## src/rtl/debounce_sync.sv

```systemverilog
// ---------------------------------------------------------------------------
// debounce_sync
//
// Purpose:
//   Brings a raw, asynchronous and possibly bouncing level into the clk
//   domain through a two-flop synchronizer. A small FSM then debounces it.
//   The clean level only changes after DEBOUNCE_CYCLES consecutive
//   synchronized samples disagree with it. Each change of the clean level
//   produces a one-cycle rise or fall pulse. All outputs are registered.
//
// Parameters:
//   DEBOUNCE_CYCLES  consecutive disagreeing samples needed to flip the
//                    clean level (must be >= 2)
//
// Ports:
//   clk      in   sole clock, all state updates on posedge
//   rst      in   synchronous active-low reset
//   a_async  in   raw asynchronous input level
//   a_clean  out  debounced level
//   rise     out  one-cycle pulse when a_clean goes 0 -> 1
//   fall     out  one-cycle pulse when a_clean goes 1 -> 0
//   busy     out  high while a candidate transition is being qualified
// ---------------------------------------------------------------------------
module debounce_sync #(
  parameter int DEBOUNCE_CYCLES = 4
) (
  input  logic clk,
  input  logic rst,
  input  logic a_async,
  output logic a_clean,
  output logic rise,
  output logic fall,
  output logic busy
);

  // A single disagreeing sample would be accepted immediately with fewer
  // than two cycles, which defeats the purpose of the block.
  if (DEBOUNCE_CYCLES < 2) begin : g_param_check
    $error("debounce_sync: DEBOUNCE_CYCLES must be >= 2");
  end

  localparam int CNT_W = $clog2(DEBOUNCE_CYCLES) + 1;
  localparam logic [CNT_W-1:0] CNT_MAX  = CNT_W'(DEBOUNCE_CYCLES - 1);
  localparam logic [CNT_W-1:0] CNT_ONE  = CNT_W'(1);
  localparam logic [CNT_W-1:0] CNT_ZERO = '0;

  typedef enum logic [1:0] {
    STABLE_LO = 2'b00,
    VERIFY_HI = 2'b01,
    STABLE_HI = 2'b10,
    VERIFY_LO = 2'b11
  } state_t;

  logic             s1_q, s1_d;
  logic             s2_q, s2_d;
  state_t           state_q, state_d;
  logic [CNT_W-1:0] cnt_q, cnt_d;
  logic             a_clean_q, a_clean_d;
  logic             rise_q, rise_d;
  logic             fall_q, fall_d;
  logic             busy_q, busy_d;
  logic             mismatch;

  always_comb begin
    s1_d      = a_async;
    s2_d      = s1_q;
    state_d   = state_q;
    cnt_d     = cnt_q;
    a_clean_d = a_clean_q;
    rise_d    = 1'b0;
    fall_d    = 1'b0;

    // Compared against the registered clean level, so a sample that agrees
    // again during qualification immediately abandons the candidate.
    mismatch  = (s2_q != a_clean_q);

    case (state_q)
      STABLE_LO: begin
        if (mismatch) begin
          state_d = VERIFY_HI;
          cnt_d   = CNT_ONE;
        end else begin
          cnt_d   = CNT_ZERO;
        end
      end

      VERIFY_HI: begin
        if (mismatch) begin
          if (cnt_q == CNT_MAX) begin
            state_d   = STABLE_HI;
            a_clean_d = 1'b1;
            rise_d    = 1'b1;
            cnt_d     = CNT_ZERO;
          end else begin
            cnt_d     = cnt_q + CNT_ONE;
          end
        end else begin
          state_d = STABLE_LO;
          cnt_d   = CNT_ZERO;
        end
      end

      STABLE_HI: begin
        if (mismatch) begin
          state_d = VERIFY_LO;
          cnt_d   = CNT_ONE;
        end else begin
          cnt_d   = CNT_ZERO;
        end
      end

      VERIFY_LO: begin
        if (mismatch) begin
          if (cnt_q == CNT_MAX) begin
            state_d   = STABLE_LO;
            a_clean_d = 1'b0;
            fall_d    = 1'b1;
            cnt_d     = CNT_ZERO;
          end else begin
            cnt_d     = cnt_q + CNT_ONE;
          end
        end else begin
          state_d = STABLE_HI;
          cnt_d   = CNT_ZERO;
        end
      end

      default: begin
        state_d = STABLE_LO;
        cnt_d   = CNT_ZERO;
      end
    endcase

    // busy is registered from the next state, so it is high in exactly the
    // cycles in which the FSM sits in a VERIFY state.
    busy_d = (state_d == VERIFY_HI) || (state_d == VERIFY_LO);
  end

  always_ff @(posedge clk) begin
    if (!rst) begin
      s1_q      <= 1'b0;
      s2_q      <= 1'b0;
      state_q   <= STABLE_LO;
      cnt_q     <= CNT_ZERO;
      a_clean_q <= 1'b0;
      rise_q    <= 1'b0;
      fall_q    <= 1'b0;
      busy_q    <= 1'b0;
    end else begin
      s1_q      <= s1_d;
      s2_q      <= s2_d;
      state_q   <= state_d;
      cnt_q     <= cnt_d;
      a_clean_q <= a_clean_d;
      rise_q    <= rise_d;
      fall_q    <= fall_d;
      busy_q    <= busy_d;
    end
  end

  assign a_clean = a_clean_q;
  assign rise    = rise_q;
  assign fall    = fall_q;
  assign busy    = busy_q;

endmodule

```

## config.mk

```make
export PLATFORM = sky130hd
export DESIGN_NAME = debounce_sync
export DESIGN_NICKNAME = d
export VERILOG_FILES = /design/src/rtl/debounce_sync.sv
export SDC_FILE = /design/constraint.sdc
export NUM_CORES = 1
export LEC_CHECK = 0
export BUFFER_PORTS_ARGS = -buffer_cell sky130_fd_sc_hd__clkbuf_2
export CORE_AREA = 4 4 41 43
export CTS_CLUSTER_DIAMETER = 80
export DETAILED_ROUTE_END_ITERATION = 10
export DIE_AREA = 0 0 45 47
export SYNTH_ARGS = -nofsm -noshare
export SYNTH_HDL_FRONTEND = slang
export SYNTH_SLANG_ARGS = --single-unit
```

## constraint.sdc

```tcl
create_clock -name clk -period 1.1 [get_ports clk]
set_input_delay 0.33 -clock clk [delete_from_list [all_inputs] [get_ports clk]]
set_output_delay 0.33 -clock clk [all_outputs]
set_load 0.05 [all_outputs]
```

# == After elaboration in Yosys (flattened, before gate mapping) ==
# Index checks and enable logic that the tools add are counted.
# word_totals
register_bits,11
in_bits,3
out_inout_bits,4
word_cells,46
# classes
n_addsub,1
eq_ne,11
mux,18
reduce_logical,8
# ops
operator,n
2-bit two-way mux,6
"2-bit != test, second input constant",4
2-bit case mux with 4 select lines,1
1-bit two-way mux,7
"2-bit equality test, second input constant",3
3-bit two-way mux,2
3-bit case mux with 2 select lines,1
5-bit AND reduction,1
"2-bit by 1-bit equality test with 1-bit output, second input constant",2
2-bit AND reduction,2
2-bit OR reduction,2
"3-bit by 1-bit adder with 3-bit output, second input constant",1
"3-bit by 2-bit equality test with 1-bit output, second input constant",1
2-bit logical NOT,1
1-bit case mux with 2 select lines,1
2-bit nonzero test,1
1-bit logical OR,1
1-bit != test,1

# == Longest topological paths before layout ==
# Gate-level depths: netlist (run 1).
# logic_depth
word_depth,6
ltp_mapped,5
ltp_nobuf,5

# == Worst setup path after synthesis (run 1) ==
# Ideal clock, no wire load.
# synth_path
path_kind,reg2reg
from,"register a_clean_q, in the netlist a_clean"
to,register state_q[1]
setup_time_ns,0.076
arrival_time_ns,1.213
t_required_ns,1.024
slack_ns,-0.189
stages_incl_launch_ff,4
n_path_buf,0
synth_period_minus_slack_ns,1.289
path_cell_list,dfxtp_1 > xor2_2 > nand4_1 > o22ai_2
# synth_via
elab_chain_len,3
elab_cells_between_ends,6
cone_classes,1 x eq/ne; 5 x mux
# synth_lines
item,line_no,text
"start, declared",58,"logic a_clean_q, a_clean_d;"
"start signal, assigned",154,a_clean_q <= a_clean_d;
1-bit != test (*),75,mismatch = (s2_q != a_clean_q);
2-bit two-way mux (on tied branches),--,
2-bit case mux with 4 select lines (*),77,case (state_q)
"end signal, assigned",152,state_q <= state_d;
"end, declared",56,"state_t state_q, state_d;"
# Every way passes the cells marked *; elsewhere a longest branch is shown, timed or not.
# A chain may end at the register's enable or synchronous reset.

# == Worst setup path in the final report (run 1) ==
# layout_path
from,"register a_clean_q, in the netlist a_clean"
to,output a_clean
# layout_rtl
item,line_no,text
"end, declared",30,"output logic a_clean,"
# No word-level cell between the ends.

==> results.json, run 1 <==
{
  "die_x_um": 45,
  "drive_gt1_share_pct": 55.3,
  "fin_setup_tns_ps": -19.4,
  "rsz0062_at_grt": "yes",
  "vias": 285,
  "finalClockSkew_ps": 6.23,
  "maxSlewHeadroom_pct": 86.5,
  "crit_type": "reg -> out",
  "cts_max_level": 1,
  "overflow": 0,
  "required_ps": 770,
  "critical_path.max_fanout": 3,
  "critPathBufInv": 1,
  "drv_cap": 0,
  "cts_sinks": 10,
  "p_leak_nw": 0.223,
  "p_seq_share_pct": 58.6,
  "final.min_clock_period_ps": 1120,
  "hold_depth": 2,
  "syn_area_per_cell_um2": 10.9,
  "io_pins": 7,
  "multi_input_area_um2": 191,
  "critPathCaptureType": "output pin",
  "layout_common_cells": "dfxtp_2, dfxtp_1, nor2_1, clkbuf_4, buf_4",
  "numCtsBuffers": 3,
  "nFillCells": 136,
  "clkSlewWorstSetupHoldPaths_ps": 60,
  "final-seq-area_um2": 213,
  "finalHoldViolCount": 0,
  "clk_path_buf_depth": 2,
  "ys_types": 18,
  "root_buffer": "clkbuf_4",
  "crit_chain": "clkbuf_16",
  "grt_max_degree": 8,
  "status": "finished, violations left",
  "ir_worst_vdd_mv": 0.601,
  "grt_use_total_pct": 7.78,
  "ff2ff_path_depth": 5,
  "grt_first_pass_wirelength_mm": 1.15,
  "p_comb_share_pct": 4.5,
  "grt_pass1_vias": 271,
  "hold_class": "in -> reg",
  "fin_ws_ps": -19.4,
  "ant_nets": 0,
  "clkPwrFrac_pct": 36.9,
  "start_util_pct": 28.6,
  "placed_area_um2": 455,
  "wire_per_inst_um": 10.5,
  "post-route-period-util_pct": 102,
  "area_growth_syn_to_layout_pct": 55.2,
  "via_per_inst": 4.60,
  "p_int_mw": 0.503,
  "syn_nets": 39,
  "drt_iter0_markers": 2,
  "first_pass_iters": 4,
  "routed_wl_um": 652,
  "power_per_cell_area_mw_per_mm2": 1090,
  "core_mm2": 0.00130,
  "port_buffers": 6,
  "globalplace.congestion": 0.732,
  "antenna_found_initial": 0,
  "crit_cells": 1,
  "yosysSeqAreaShare_pct": 53.9,
  "syn_area_um2": 372,
  "cts_tree": "built",
  "slowest_delay_ps": 370,
  "dpl.hpwl_um": 451,
  "ys_ff_latch": 10,
  "fin_area_um2": 577,
  "die_h_um": 47,
  "drv_slew": 0,
  "fin_nets": 54,
  "synth_cells": 34,
  "setup-violations-final": 1,
  "route.detailed.drc": 0,
  "die_area_mm2": 0.00212,
  "max_slew.worst_pin.slew_ps": 201,
  "fmax_mhz": 893,
  "yosysWarnings": 0,
  "cp_top_family": "flip-flops",
  "start_kind": "flip-flop",
  "switching_share_pct": 19.6,
  "fp-row-count": 13,
  "clk_latency_ps": 250,
  "arrival_ps": 790,
  "violations": "negative setup slack",
  "slowest_stage": "dfxtp_4",
  "n_antenna_cell": 0,
  "switchingPower_mw": 0.123
}
## state kept, by name, summed over array words and instances, names as in the netlist
register / flops
fall: 1
busy: 1
rise: 1
a_clean: 1
s2_q: 1
s1_q: 1
state_q: 1
cnt_q: 3
## layout make-up
type / count / area share [%]
tap: 15 / 3.25
sequential: 10 / 36.9
multi-input combinational: 22 / 33.2
timing repair buffer: 10 / 21.5
inverter: 2 / 1.30
clock buffer: 3 / 3.90
## path summary, 6_finish.rpt
path / start / end / slack [ps]
worst min-delay path: a_async / s1_q / 290
worst min register to register: s1_q / s2_q / 440
worst max-delay path: a_clean / a_clean / -20
worst max register to register: cnt_q[0] / cnt_q[1] / 0
## what timing repair did
action / 4_1_cts / 5_1_grt
gates resized for setup: 16 / 5
hold buffers: 0 / 0
endpoints found under the setup margin: 7 / 9
buffers inserted: 2 / 0
pin swaps: 6 / 5
## per-layer routing
layer  GRT usage, %  up-vias  wire length (µm)
li1               -      146                 -
met1           8.78      132               290
met2           12.7        7               324
met3           4.60        0                36
met4           1.75        0                 0
met5              0        -                 0
## logic make-up after synthesis
logic type,after synthesis,share of synthesized area [%]
XOR/XNOR,1,4.38
flip-flops,10,53.9
adder cells (fa/ha/maj),2,6.73
AND/OR/NAND/NOR,14,22.9
AO/OA/AOI/OAI,5,10.1
buffers and inverters,2,2.02
## synth_stat cells (all sizes together)
| master | number | area share (%) |
|---|---|---|
| a21boi | 1 | 2.0 |
| a21oi | 1 | 1.3 |
| and2 | 2 | 3.4 |
| and3 | 1 | 1.7 |
| dfxtp | 10 | 54 |
| ha | 2 | 6.7 |
| inv | 2 | 2.0 |
| nand2 | 3 | 3.7 |
| nand3b | 1 | 2.0 |
| nand4 | 2 | 3.4 |
| nor2 | 3 | 3.0 |
| nor2b | 1 | 1.7 |
| nor4b | 1 | 4.0 |
| o21ai | 1 | 1.3 |
| o22ai | 1 | 3.4 |
| o31ai | 1 | 2.0 |
| xor2 | 1 | 4.4 |
## through the flow
step	total power, mW	std cells	setup WS [ps]	utilization, %	hold WS (ps)
detailed placement	0.402	57	-33.5	35.0	425
floorplan	0.391	34	4.74	-	412
finish	0.626	62	-19.4	44.3	292
global route	0.667	62	-57.6	44.3	305
global placement	0.402	57	-35.9	35.0	427
CTS	0.645	62	-32.7	43.7	282
## power groups by stage
| stage | registers (mW) | logic, mW | clock network (mW) |
|---|---|---|---|
| floorplan | 0.383 | 0.00803 | 0 |
| global placement | 0.380 | 0.0217 | 0 |
| detailed placement | 0.380 | 0.0217 | 0 |
| CTS | 0.367 | 0.0281 | 0.249 |
| global route | 0.368 | 0.0306 | 0.269 |
| finish | 0.367 | 0.0279 | 0.231 |
No activity file was read; power rests on OpenSTA's default activity.
==> inputs of run 2 (changes only) <==
--- a/config.mk
+++ b/config.mk
@@ -10,6 +10,8 @@
 export CTS_CLUSTER_DIAMETER = 80
 export DETAILED_ROUTE_END_ITERATION = 10
 export DIE_AREA = 0 0 45 47
+export GPL_ROUTABILITY_DRIVEN = 0
+export SKIP_LAST_GASP = 1
 export SYNTH_ARGS = -nofsm -noshare
 export SYNTH_HDL_FRONTEND = slang
 export SYNTH_SLANG_ARGS = --single-unit
==> results.json, run 2 (synthesis gave the netlist of run 1 again) <==
{
  "cts_sinks": 10,
  "top_register": "cnt_q",
  "first_pass_iters": 3,
  "p_comb_share_pct": 4.4,
  "power_per_cell_area_mw_per_mm2": 1090,
  "maxSlewHeadroom_pct": 86.2,
  "crit_chain": "clkbuf_16",
  "clk_latency_ps": 250,
  "ant_nets": 0,
  "required_ps": 770,
  "finalClockSkew_ps": 6.24,
  "fp-row-count": 13,
  "ir_worst_vdd_mv": 0.601,
  "grt_max_degree": 8,
  "dpl.hpwl_um": 451,
  "reg2reg_setup_slack_ps": 0,
  "fin_area_um2": 577,
  "drv_cap": 0,
  "cts_max_level": 1,
  "rsz0062_at_grt": "yes",
  "clk_path_buf_depth": 2,
  "ff2ff_path_depth": 5,
  "setup-violations-final": 1,
  "final.min_clock_period_ps": 1120,
  "die_x_um": 45,
  "overflow": 0,
  "port_buffers": 6,
  "fmax_mhz": 894,
  "critical_path.max_fanout": 3,
  "routed_wl_um": 646,
  "hold_class": "in -> reg",
  "critPathLaunch": "a_clean",
  "antenna_found_initial": 0,
  "switching_share_pct": 19.6,
  "start_kind": "flip-flop",
  "drv_slew": 0,
  "critPathBufInv": 1,
  "grt_use_total_pct": 7.78,
  "cp_top_family": "flip-flops",
  "drive_gt1_share_pct": 55.3,
  "numCtsBuffers": 3,
  "fin_ws_ps": -19.1,
  "placed_area_um2": 455,
  "core_mm2": 0.00130,
  "arrival_ps": 790,
  "wire_per_inst_um": 10.4,
  "slowest_delay_ps": 370,
  "drt_iter0_markers": 2,
  "status": "finished, violations left",
  "start_util_pct": 28.6,
  "worstSetupEndpoint": "a_clean",
  "p_int_mw": 0.503,
  "switchingPower_mw": 0.123,
  "fin_nets": 54,
  "finalHoldViolCount": 0,
  "worstReg2RegEnd": "cnt_q[1]",
  "route.detailed.drc": 0,
  "io_pins": 7,
  "post-route-util_pct": 44.3,
  "clkPwrFrac_pct": 36.9,
  "grt_first_pass_wirelength_mm": 1.15,
  "critPathCaptureType": "output pin",
  "post-route-period-util_pct": 102,
  "die_area_mm2": 0.00212,
  "multi_input_area_um2": 191,
  "crit_cells": 1,
  "via_per_inst": 4.56,
  "violations": "negative setup slack",
  "worstReg2RegStart": "cnt_q[0]",
  "p_seq_share_pct": 58.6,
  "root_buffer": "clkbuf_4",
  "final-seq-area_um2": 213,
  "nFillCells": 136,
  "postCtsHoldBufs": 0,
  "max_slew.worst_pin.slew_ps": 207,
  "cts_tree": "built",
  "vias": 283,
  "crit_type": "reg -> out",
  "fin_setup_tns_ps": -19.1,
  "area_growth_syn_to_layout_pct": 55.2,
  "die_h_um": 47,
  "n_antenna_cell": 0,
  "layout_common_cells": "dfxtp_2, dfxtp_1, nor2_1, clkbuf_4, buf_4",
  "largest_reg_flops": 3,
  "grt_pass1_vias": 271,
  "clkSlewWorstSetupHoldPaths_ps": 60,
  "slowest_stage": "dfxtp_4",
  "p_leak_nw": 0.223
}
-- run 2: cell counts in the layout (fill, tap and decap cells not counted) --
No cell type changed its count.
-- run 2: per-stage QoR --
stage | setup slack (ps) | cells | power (mW) | hold slack, ps
3_5_place_dp | -33.5 | 57 | 0.402 | 425
5_1_grt | -57.6 | 62 | 0.667 | 305
3_3_place_gp | -35.9 | 57 | 0.402 | 427
6_report | -19.1 | 62 | 0.626 | 292
2_1_floorplan | 4.74 | 34 | 0.391 | 412
4_1_cts | -32.7 | 62 | 0.645 | 282
-- run 2: cell type report --
type / count / share of cell area, %
Multi-Input combinational cell: 22 / 33.2
Inverter: 2 / 1.30
Timing Repair Buffer: 10 / 21.5
Tap cell: 15 / 3.25
Clock buffer: 3 / 3.90
Sequential cell: 10 / 36.9
-- run 2: worst reg2reg max path: stages (launching register included) --
cell      delay, ps
dfxtp_2         330
ha_4            160
ha_4            170
buf_6           120
nand3b_1        150
nor2_1          110
-- run 2: what timing repair did --
action,CTS,global route
setup endpoints to repair,7,10
gates resized for setup,16,5
pin swaps,5,5
setup buffers,2,0
-- run 2: worst min path at each step --
stage	startpoint	end	slack, ps	depth (start not counted)
floorplan	s1_q	s2_q	410	1
global placement	s1_q	s2_q	430	1
detailed placement	s1_q	s2_q	420	1
CTS	a_async	s1_q	280	2
global route	a_async	s1_q	310	2
finish	a_async	s1_q	290	2
-- run 2: power groups by stage --
stage | registers, mW | clock network, mW | logic [mW]
2_1_floorplan | 0.383 | 0 | 0.00803
3_3_place_gp | 0.380 | 0 | 0.0217
3_5_place_dp | 0.380 | 0 | 0.0217
4_1_cts | 0.367 | 0.249 | 0.0281
5_1_grt | 0.368 | 0.269 | 0.0306
6_report | 0.367 | 0.231 | 0.0278
-- run 2: metal layers --
metal,wire length (µm),track usage (%),vias to the layer above
li1,-,-,146
met2,322,12.7,7
met1,287,8.78,130
met3,36,4.60,0
met4,0,1.75,0
met5,0,0,-
